==> config.mk <==
export PLATFORM = sky130hd
export DESIGN_NAME = lcd_frame_sequencer_flat
export DESIGN_NICKNAME = d
export VERILOG_FILES = /design/src/rtl/lcd_frame_sequencer_if.sv /design/src/rtl/lcd_frame_sequencer.sv /design/src/flat_wrapper.sv
export SDC_FILE = /design/constraint.sdc
export NUM_CORES = 1
export LEC_CHECK = 0
export ABC_AREA = 1
export CAP_MARGIN = 20
export CORE_ASPECT_RATIO = 1.5
export CORE_UTILIZATION = 34
export CTS_CLUSTER_SIZE = 24
export DETAILED_ROUTE_END_ITERATION = 8
export GPL_ROUTABILITY_DRIVEN = 0
export PLACE_DENSITY = 0.54
export SLEW_MARGIN = 5
export SYNTH_ARGS = -nofsm -noshare
export SYNTH_HDL_FRONTEND = slang
export SYNTH_SLANG_ARGS = --single-unit
==> constraint.sdc <==
create_clock -name clk -period 4.7 [get_ports clk]
set_input_delay 0.94 -clock clk [delete_from_list [all_inputs] [get_ports clk]]
set_output_delay 0.94 -clock clk [all_outputs]
set_load 0.01 [all_outputs]
==> src/rtl/lcd_frame_sequencer_if.sv <==
// Command bus between the frame sequencer (master) and the 1602A LCD controller (slave).
interface lcd_frame_sequencer_if;
    // Handshake: the master waits for ctrl_rdy=1, then pulses ctrl_en for one clk with
    // ctrl_op/ctrl_data valid; the slave drops ctrl_rdy while executing and raises it
    // again on completion. ctrl_op/ctrl_data stay stable until ctrl_rdy returns high.
    logic [1:0] ctrl_op;
    logic [7:0] ctrl_data;
    logic       ctrl_en;
    logic       ctrl_rdy;

    modport master (output ctrl_op, output ctrl_data, output ctrl_en, input ctrl_rdy);
    modport slave  (input ctrl_op, input ctrl_data, input ctrl_en, output ctrl_rdy);
endinterface

==> src/rtl/lcd_frame_sequencer.sv <==
// Holds a 2x16 character frame and replays it to the LCD controller as CLEAR + WRITE commands.
// Optional feature macro: LCD_FRAME_DIRTY_EN (skip refreshes when nothing was written).
module lcd_frame_sequencer #(
    parameter int         LINE_LEN = 16,
    parameter int         PAD_LEN  = 24,
    parameter logic [7:0] BLANK    = 8'h20,
    parameter int         TIMEOUT  = 1000000
) (
    input  logic                         clk,
    input  logic                         rst,
    input  logic                         wr_en,
    input  logic [4:0]                   wr_addr,
    input  logic [7:0]                   wr_data,
    input  logic                         refresh_req,
    output logic                         busy,
    output logic                         done,
    output logic                         err,
    lcd_frame_sequencer_if.master        ctrl,
    output logic [3:0]                   dbg_state
);
    localparam int DEPTH     = 2 * LINE_LEN;
    localparam int NUM_ITEMS = 1 + DEPTH + PAD_LEN;
    localparam int KW        = $clog2(NUM_ITEMS);

    localparam logic [KW-1:0] K_LAST     = KW'(NUM_ITEMS - 1);
    localparam logic [KW-1:0] K_L1_END   = KW'(LINE_LEN);
    localparam logic [KW-1:0] K_L2_FIRST = KW'(1 + LINE_LEN + PAD_LEN);
    localparam logic [KW-1:0] L2_OFS     = KW'(1 + PAD_LEN);
    localparam logic [19:0]   TMO_LAST   = 20'(TIMEOUT - 1);
    localparam logic [4:0]    FILL_LAST  = 5'(DEPTH - 1);

    localparam logic [1:0] OP_INIT  = 2'd0;
    localparam logic [1:0] OP_WRITE = 2'd1;
    localparam logic [1:0] OP_CLEAR = 2'd2;

    typedef enum logic [3:0] {
        S_FILL, S_INIT_ISSUE, S_INIT_ACK, S_INIT_DONE, S_IDLE,
        S_ISSUE, S_WAIT_ACK, S_WAIT_DONE, S_NEXT, S_FAULT
    } state_t;

    state_t        state;
    logic [4:0]    fill_cnt;
    logic [KW-1:0] k;
    logic [19:0]   tmo_cnt;
    logic          pending;
    logic          en_q;
    logic [1:0]    op_q;
    logic [7:0]    data_q;
    logic [7:0]    buf_mem [DEPTH];
    logic [7:0]    item_char;
    logic          in_wait;
    logic          wait_met;
    logic          tmo_fault;
    logic          need_paint;
    logic          wr_accept;

    assign ctrl.ctrl_en   = en_q;
    assign ctrl.ctrl_op   = op_q;
    assign ctrl.ctrl_data = data_q;
    assign dbg_state      = state;
    assign busy           = (state != S_IDLE) && (state != S_FAULT);
    assign wr_accept      = wr_en && (state != S_FILL);

    // Line 2 starts at DDRAM 0x40, reached by writing PAD_LEN blanks after line 1.
    always_comb begin
        item_char = BLANK;
        if (k != '0 && k <= K_L1_END)
            item_char = buf_mem[5'(k - 1'b1)];
        else if (k >= K_L2_FIRST)
            item_char = buf_mem[5'(k - L2_OFS)];
    end

    always_comb begin
        in_wait  = 1'b0;
        wait_met = 1'b0;
        case (state)
            S_INIT_ACK, S_WAIT_ACK: begin
                in_wait  = 1'b1;
                wait_met = !ctrl.ctrl_rdy;
            end
            S_INIT_DONE, S_WAIT_DONE: begin
                in_wait  = 1'b1;
                wait_met = ctrl.ctrl_rdy;
            end
            default: ;
        endcase
    end

    assign tmo_fault = in_wait && !wait_met && (tmo_cnt == TMO_LAST);

`ifdef LCD_FRAME_DIRTY_EN
    logic dirty;
    always_ff @(posedge clk) begin
        if (rst)
            dirty <= 1'b1;
        else if (state == S_ISSUE && ctrl.ctrl_rdy && k == '0)
            dirty <= 1'b0;
        else if (wr_accept)
            dirty <= 1'b1;
    end
    assign need_paint = dirty;
`else
    assign need_paint = 1'b1;
`endif

    // Frame storage: reads are in the ISSUE clk, so a same-clk write is seen next time.
    always_ff @(posedge clk) begin
        if (!rst) begin
            if (state == S_FILL)
                buf_mem[fill_cnt] <= BLANK;
            else if (wr_en)
                buf_mem[wr_addr] <= wr_data;
        end
    end

    always_ff @(posedge clk) begin
        if (rst) begin
            state    <= S_FILL;
            fill_cnt <= '0;
            k        <= '0;
            tmo_cnt  <= '0;
            pending  <= 1'b0;
            done     <= 1'b0;
            err      <= 1'b0;
            en_q     <= 1'b0;
            op_q     <= OP_INIT;
            data_q   <= '0;
        end else begin
            en_q    <= 1'b0;
            done    <= 1'b0;
            tmo_cnt <= tmo_cnt + 1'b1;
            if (refresh_req && state != S_IDLE && state != S_FAULT)
                pending <= 1'b1;

            if (tmo_fault) begin
                state  <= S_FAULT;
                err    <= 1'b1;
                op_q   <= OP_INIT;
                data_q <= '0;
            end else begin
                case (state)
                    S_FILL: begin
                        fill_cnt <= fill_cnt + 1'b1;
                        if (fill_cnt == FILL_LAST) begin
                            state   <= S_INIT_ISSUE;
                            tmo_cnt <= '0;
                        end
                    end
                    S_INIT_ISSUE: if (ctrl.ctrl_rdy) begin
                        en_q    <= 1'b1;
                        op_q    <= OP_INIT;
                        data_q  <= '0;
                        state   <= S_INIT_ACK;
                        tmo_cnt <= '0;
                    end
                    S_INIT_ACK: if (wait_met) begin
                        state   <= S_INIT_DONE;
                        tmo_cnt <= '0;
                    end
                    S_INIT_DONE: if (wait_met) begin
                        tmo_cnt <= '0;
                        k       <= '0;
                        // A request that arrived during init is served straight away.
                        if (pending || refresh_req) begin
                            pending <= 1'b0;
                            state   <= S_ISSUE;
                        end else begin
                            state <= S_IDLE;
                        end
                    end
                    S_IDLE: if (refresh_req) begin
                        if (need_paint) begin
                            k       <= '0;
                            state   <= S_ISSUE;
                            tmo_cnt <= '0;
                        end else begin
                            done <= 1'b1;
                        end
                    end
                    S_ISSUE: if (ctrl.ctrl_rdy) begin
                        en_q    <= 1'b1;
                        op_q    <= (k == '0) ? OP_CLEAR : OP_WRITE;
                        data_q  <= (k == '0) ? 8'h00 : item_char;
                        state   <= S_WAIT_ACK;
                        tmo_cnt <= '0;
                    end
                    S_WAIT_ACK: if (wait_met) begin
                        state   <= S_WAIT_DONE;
                        tmo_cnt <= '0;
                    end
                    S_WAIT_DONE: if (wait_met) begin
                        op_q    <= OP_INIT;
                        data_q  <= '0;
                        state   <= S_NEXT;
                        tmo_cnt <= '0;
                    end
                    S_NEXT: begin
                        tmo_cnt <= '0;
                        if (k == K_LAST) begin
                            done <= 1'b1;
                            k    <= '0;
                            if (pending || refresh_req) begin
                                pending <= 1'b0;
                                state   <= S_ISSUE;
                            end else begin
                                state <= S_IDLE;
                            end
                        end else begin
                            k     <= k + 1'b1;
                            state <= S_ISSUE;
                        end
                    end
                    S_FAULT: ;
                    default: state <= S_FILL;
                endcase
            end
        end
    end
endmodule

==> src/flat_wrapper.sv <==
// flat-port wrapper written by rule: the top's interface ports become plain ports
module lcd_frame_sequencer_flat 
#(
    parameter int         LINE_LEN = 16,
    parameter int         PAD_LEN  = 24,
    parameter logic [7:0] BLANK    = 8'h20,
    parameter int         TIMEOUT  = 1000000
)
  (clk, rst, wr_en, wr_addr, wr_data, refresh_req, busy, done, err, dbg_state, ctrl_ctrl_op, ctrl_ctrl_data, ctrl_ctrl_en, ctrl_ctrl_rdy);
  lcd_frame_sequencer_if ctrl_i ();
  input  logic clk;
  input  logic rst;
  input  logic wr_en;
  input  logic [4:0] wr_addr;
  input  logic [7:0] wr_data;
  input  logic refresh_req;
  output logic busy;
  output logic done;
  output logic err;
  output logic [3:0] dbg_state;
  output wire logic [$bits(ctrl_i.ctrl_op)-1:0] ctrl_ctrl_op;
  output wire logic [$bits(ctrl_i.ctrl_data)-1:0] ctrl_ctrl_data;
  output wire logic [$bits(ctrl_i.ctrl_en)-1:0] ctrl_ctrl_en;
  input wire logic [$bits(ctrl_i.ctrl_rdy)-1:0] ctrl_ctrl_rdy;
  assign ctrl_ctrl_op = ctrl_i.ctrl_op;
  assign ctrl_ctrl_data = ctrl_i.ctrl_data;
  assign ctrl_ctrl_en = ctrl_i.ctrl_en;
  assign ctrl_i.ctrl_rdy = ctrl_ctrl_rdy;
  lcd_frame_sequencer #(.LINE_LEN(LINE_LEN), .PAD_LEN(PAD_LEN), .BLANK(BLANK), .TIMEOUT(TIMEOUT)) u_core (.clk(clk), .rst(rst), .wr_en(wr_en), .wr_addr(wr_addr), .wr_data(wr_data), .refresh_req(refresh_req), .busy(busy), .done(done), .err(err), .ctrl(ctrl_i), .dbg_state(dbg_state));
endmodule
==> results.yml <==
synth:
  syn_inst: 1407
  synthTopCellsByCount: "nand2_1 (450), nand3_1 (273), edfxtp_1 (256)"
  synth_edf_count: 256
  yosysTopAreaCell: "edfxtp_1"
  synth_nets: 1432
  muxShareOfSynthArea_pct: 0
  yosys.area_share.simple_pct: 27.62
  async_flop_share_pct: 0
  yosysWarnings: 0
  yosys-top-cells-area: "edfxtp_1 (57%), nand2_1 (12%), nand3_1 (10%)"
  synth.avg_cell_area_sq_um: 9.631
  yosysTopAreaCellShare_pct: 56.73
  synthesis.area_sq_mm: 0.01355
  synthAdderAreaFrac_pct: 0.6464
  synth-xor-area-share_pct: 0.5633
  ys_seq_area_share_pct: 63.97
  synth_compound_area_share_pct: 2.410
  ys_types: 42
  synth_flop_cell: "edfxtp_1"
  synth_top_family_by_area: "simple AND/OR/NAND/NOR gates"
  ys_ff_latch: 305
  yosysMostFrequentCell: "nand2_1"
timing:
  setup_ws_ps: 1259
  setup-violations-final: 0
  post-route-period-util_pct: 73.21
  max_freq_mhz: 290.6
  hold_violations: 0
  rsz0062_at_grt: "false"
  tightest_slew_ps: 1073
  fin_skew_ps: 7.509
  max_slew_margin_pct: 28.29
  maxSlewViolCount: 0
  setup-tns-final_ps: 0
  min_period_ps: 3441
worst_setup_path:
  cp.arrival_ps: 3920
  critPathMaxFanout: 66
  path_buf_inv: 3
  worst_setup_path_start_kind: "flop"
  critPathTopFamily: "simple AND/OR/NAND/NOR gates"
  crit_type: "reg2reg"
  crit_required_ps: 5180
  end_kind: "flop"
  r2r_cells: 14
  reg2reg_from: "u_core.k[0]"
  cpMaxStageDelayCell: "dfxtp_4"
  crit_chain: "clkinv_2, ha_1, nand2_1, nand2_1, buf_4, inv_2, nand3_1, nand2_1, nand2_1, nand3_1, nand3_1, nand2_1, nand2_1, a21oi_1"
  r2r-end: "u_core.ctrl.ctrl_data[7]"
  crit_path_max_incr_delay_ps: 820
  critPathMostFrequentCell: "nand2_1"
  regToRegSetupSlack_ps: 1260
clock_tree:
  numCtsBuffers: 28
  clockBufferDepth: 3
  cts_tree: "built"
  cts.sinks: 305
  cts_root_buf: "clkbuf_16"
  clock_latency_ps: 550
  post_cts_resize_count: 0
  clk_pin_slew_worst_paths_ps: 70
  htreeDepth: 1
  holdBufCountCts: 0
  cts_setup_buffers: 0
run_status:
  status: "finished clean"
cells_and_area:
  nNetsFinal: 1464
  area_growth_pct: 13.29
  multi_input_area_sq_mm: 0.004253
  drive_gt1_share_pct: 7.202
  fillers: 3828
  regArea_sq_mm: 0.008672
  fin_cells: 1959
floorplan:
  rows: 89
  initial_core_util_pct: 34.47
  pin_count: 36
  die_w_um: 165
  die_h_um: 246.5
  dieArea_sq_mm: 0.04067
  core_sq_mm: 0.03931
power:
  pwr-share-clk_pct: 38.7
  pwr_density_cell_mw_per_mm2: 371.2
  comb_power_share_pct: 7.5
  max-vdd-ir-drop_v: 0.0002660
  p_switching_w: 0.001332
  seqPwrFrac_pct: 53.8
  total_leakage_power_nw: 5.919
  p_sw_share_pct: 23.38
  p_int_w: 0.004366
worst_hold_path:
  hold_end: "u_core.tmo_cnt[0]"
  hold_depth: 1
  worstHoldStart: "u_core.tmo_cnt[0]"
  hold_class: "reg2reg"
drt:
  firstDrtPassIters: 5
  route.vias.total: 9930
  route.detailed.drc: 0
  via_per_inst: 5.069
  wl_um: 35670
  first_iter_violations: 573
  drtAntennaViolNets: 0
  route.detailed.wl_per_inst_um: 18.21
grt:
  grt_max_degree: 78
  grt_overflow: 0
  grt.total_usage_pct: 18.09
  grt_pass1_wl_um: 55350
  antenna_found_initial: 0
  grt_pass1_vias: 9875
placed_design:
  dp_cells: 1909
  numPortBuffers: 35
  dp_hpwl_um: 23480
  pre_cts_ws_ps: 792.7
run:
  cap_violations: 0
## flip-flops by register name (all words and copies together) (netlist names), 2 cells and up
| name | flops |
|---|---|
| u_core.tmo_cnt | 20 |
| u_core.ctrl.ctrl_data | 8 |
| u_core.fill_cnt | 5 |
| u_core.ctrl.ctrl_op | 2 |
| u_core.k | 6 |
| u_core.dbg_state | 4 |
| u_core.buf_mem | 256 |
## worst max path at each step
| stage | start | to | slack, ps | cells past startpoint |
|---|---|---|---|---|
| 3_3_place_gp | rst | u_core.buf_mem[23][1] | 790 | 8 |
| 5_1_grt | u_core.k[0] | u_core.ctrl.ctrl_data[0] | 980 | 14 |
| 3_5_place_dp | rst | u_core.buf_mem[7][3] | 790 | 8 |
| 4_1_cts | u_core.k[0] | u_core.ctrl.ctrl_data[0] | 1240 | 14 |
| 2_1_floorplan | rst | u_core.buf_mem[0][0] | 2060 | 5 |
| 6_report | u_core.k[0] | u_core.ctrl.ctrl_data[7] | 1260 | 14 |
## area by class of cell
cell class                 instances  share of cell area (%)
clock inverter                    10                  0.3831
antenna                            1                 0.01630
clock buffer                      39                   5.379
timing repair buffer              61                   3.554
multi-input combinational        946                   27.70
inverter                          97                   2.396
tap                              500                   4.075
sequential                       305                   56.49
## metrics by stage
step | area, sq um | power, W | util (%) | hold slack [ps]
finish | 15350 | 0.005698 | 39.05 | 446.9
global route | 15350 | 0.005884 | 39.05 | 471.7
CTS | 15350 | 0.005744 | 39.05 | 451.9
detailed placement | 14460 | 0.003550 | 36.80 | 440.2
global placement | 14460 | 0.003546 | 36.80 | 428.2
floorplan | 13550 | 0.003369 | - | 413.2
## placed cells by master, fill, tap and decap left out, types with 3 or more instances in the layout
cell type,count
dfxtp_1,48
edfxtp_1,256
nand4_1,9
nand3_1,273
clkinv_2,6
o21ai_0,17
inv_2,7
nor2_1,98
clkbuf_16,31
o21ai_2,3
clkdlybuf4s50_1,35
xor2_1,4
nor3_1,13
o21ai_1,6
ha_1,6
inv_1,87
a21oi_1,26
buf_4,26
or2_2,5
clkbuf_1,6
nor2_2,10
nand2_1,450
## per-layer routing
metal | track usage (%) | part of all wire, %
met1 | 20.55 | 39
met2 | 32.27 | 52
met3 | 2.054 | 3.9
met4 | 10.50 | 5.7
met5 | 0 | 0
## power groups by stage
stage / sequential, W / clock (W) / combinational [W]
6_report: 0.00307 / 0.00221 / 0.000428
2_1_floorplan: 0.00312 / 0 / 0.000252
5_1_grt: 0.00307 / 0.00234 / 0.000475
3_3_place_gp: 0.00312 / 0 / 0.000424
3_5_place_dp: 0.00312 / 0 / 0.000427
4_1_cts: 0.00306 / 0.00225 / 0.000428
## cell families after synthesis
kind of cell | count (synthesis)
buf+inv | 156
flops | 305
compound gates | 59
fa+ha+maj | 7
simple gates | 873
xor+xnor | 7
Power figures use the tool's default switching activity.
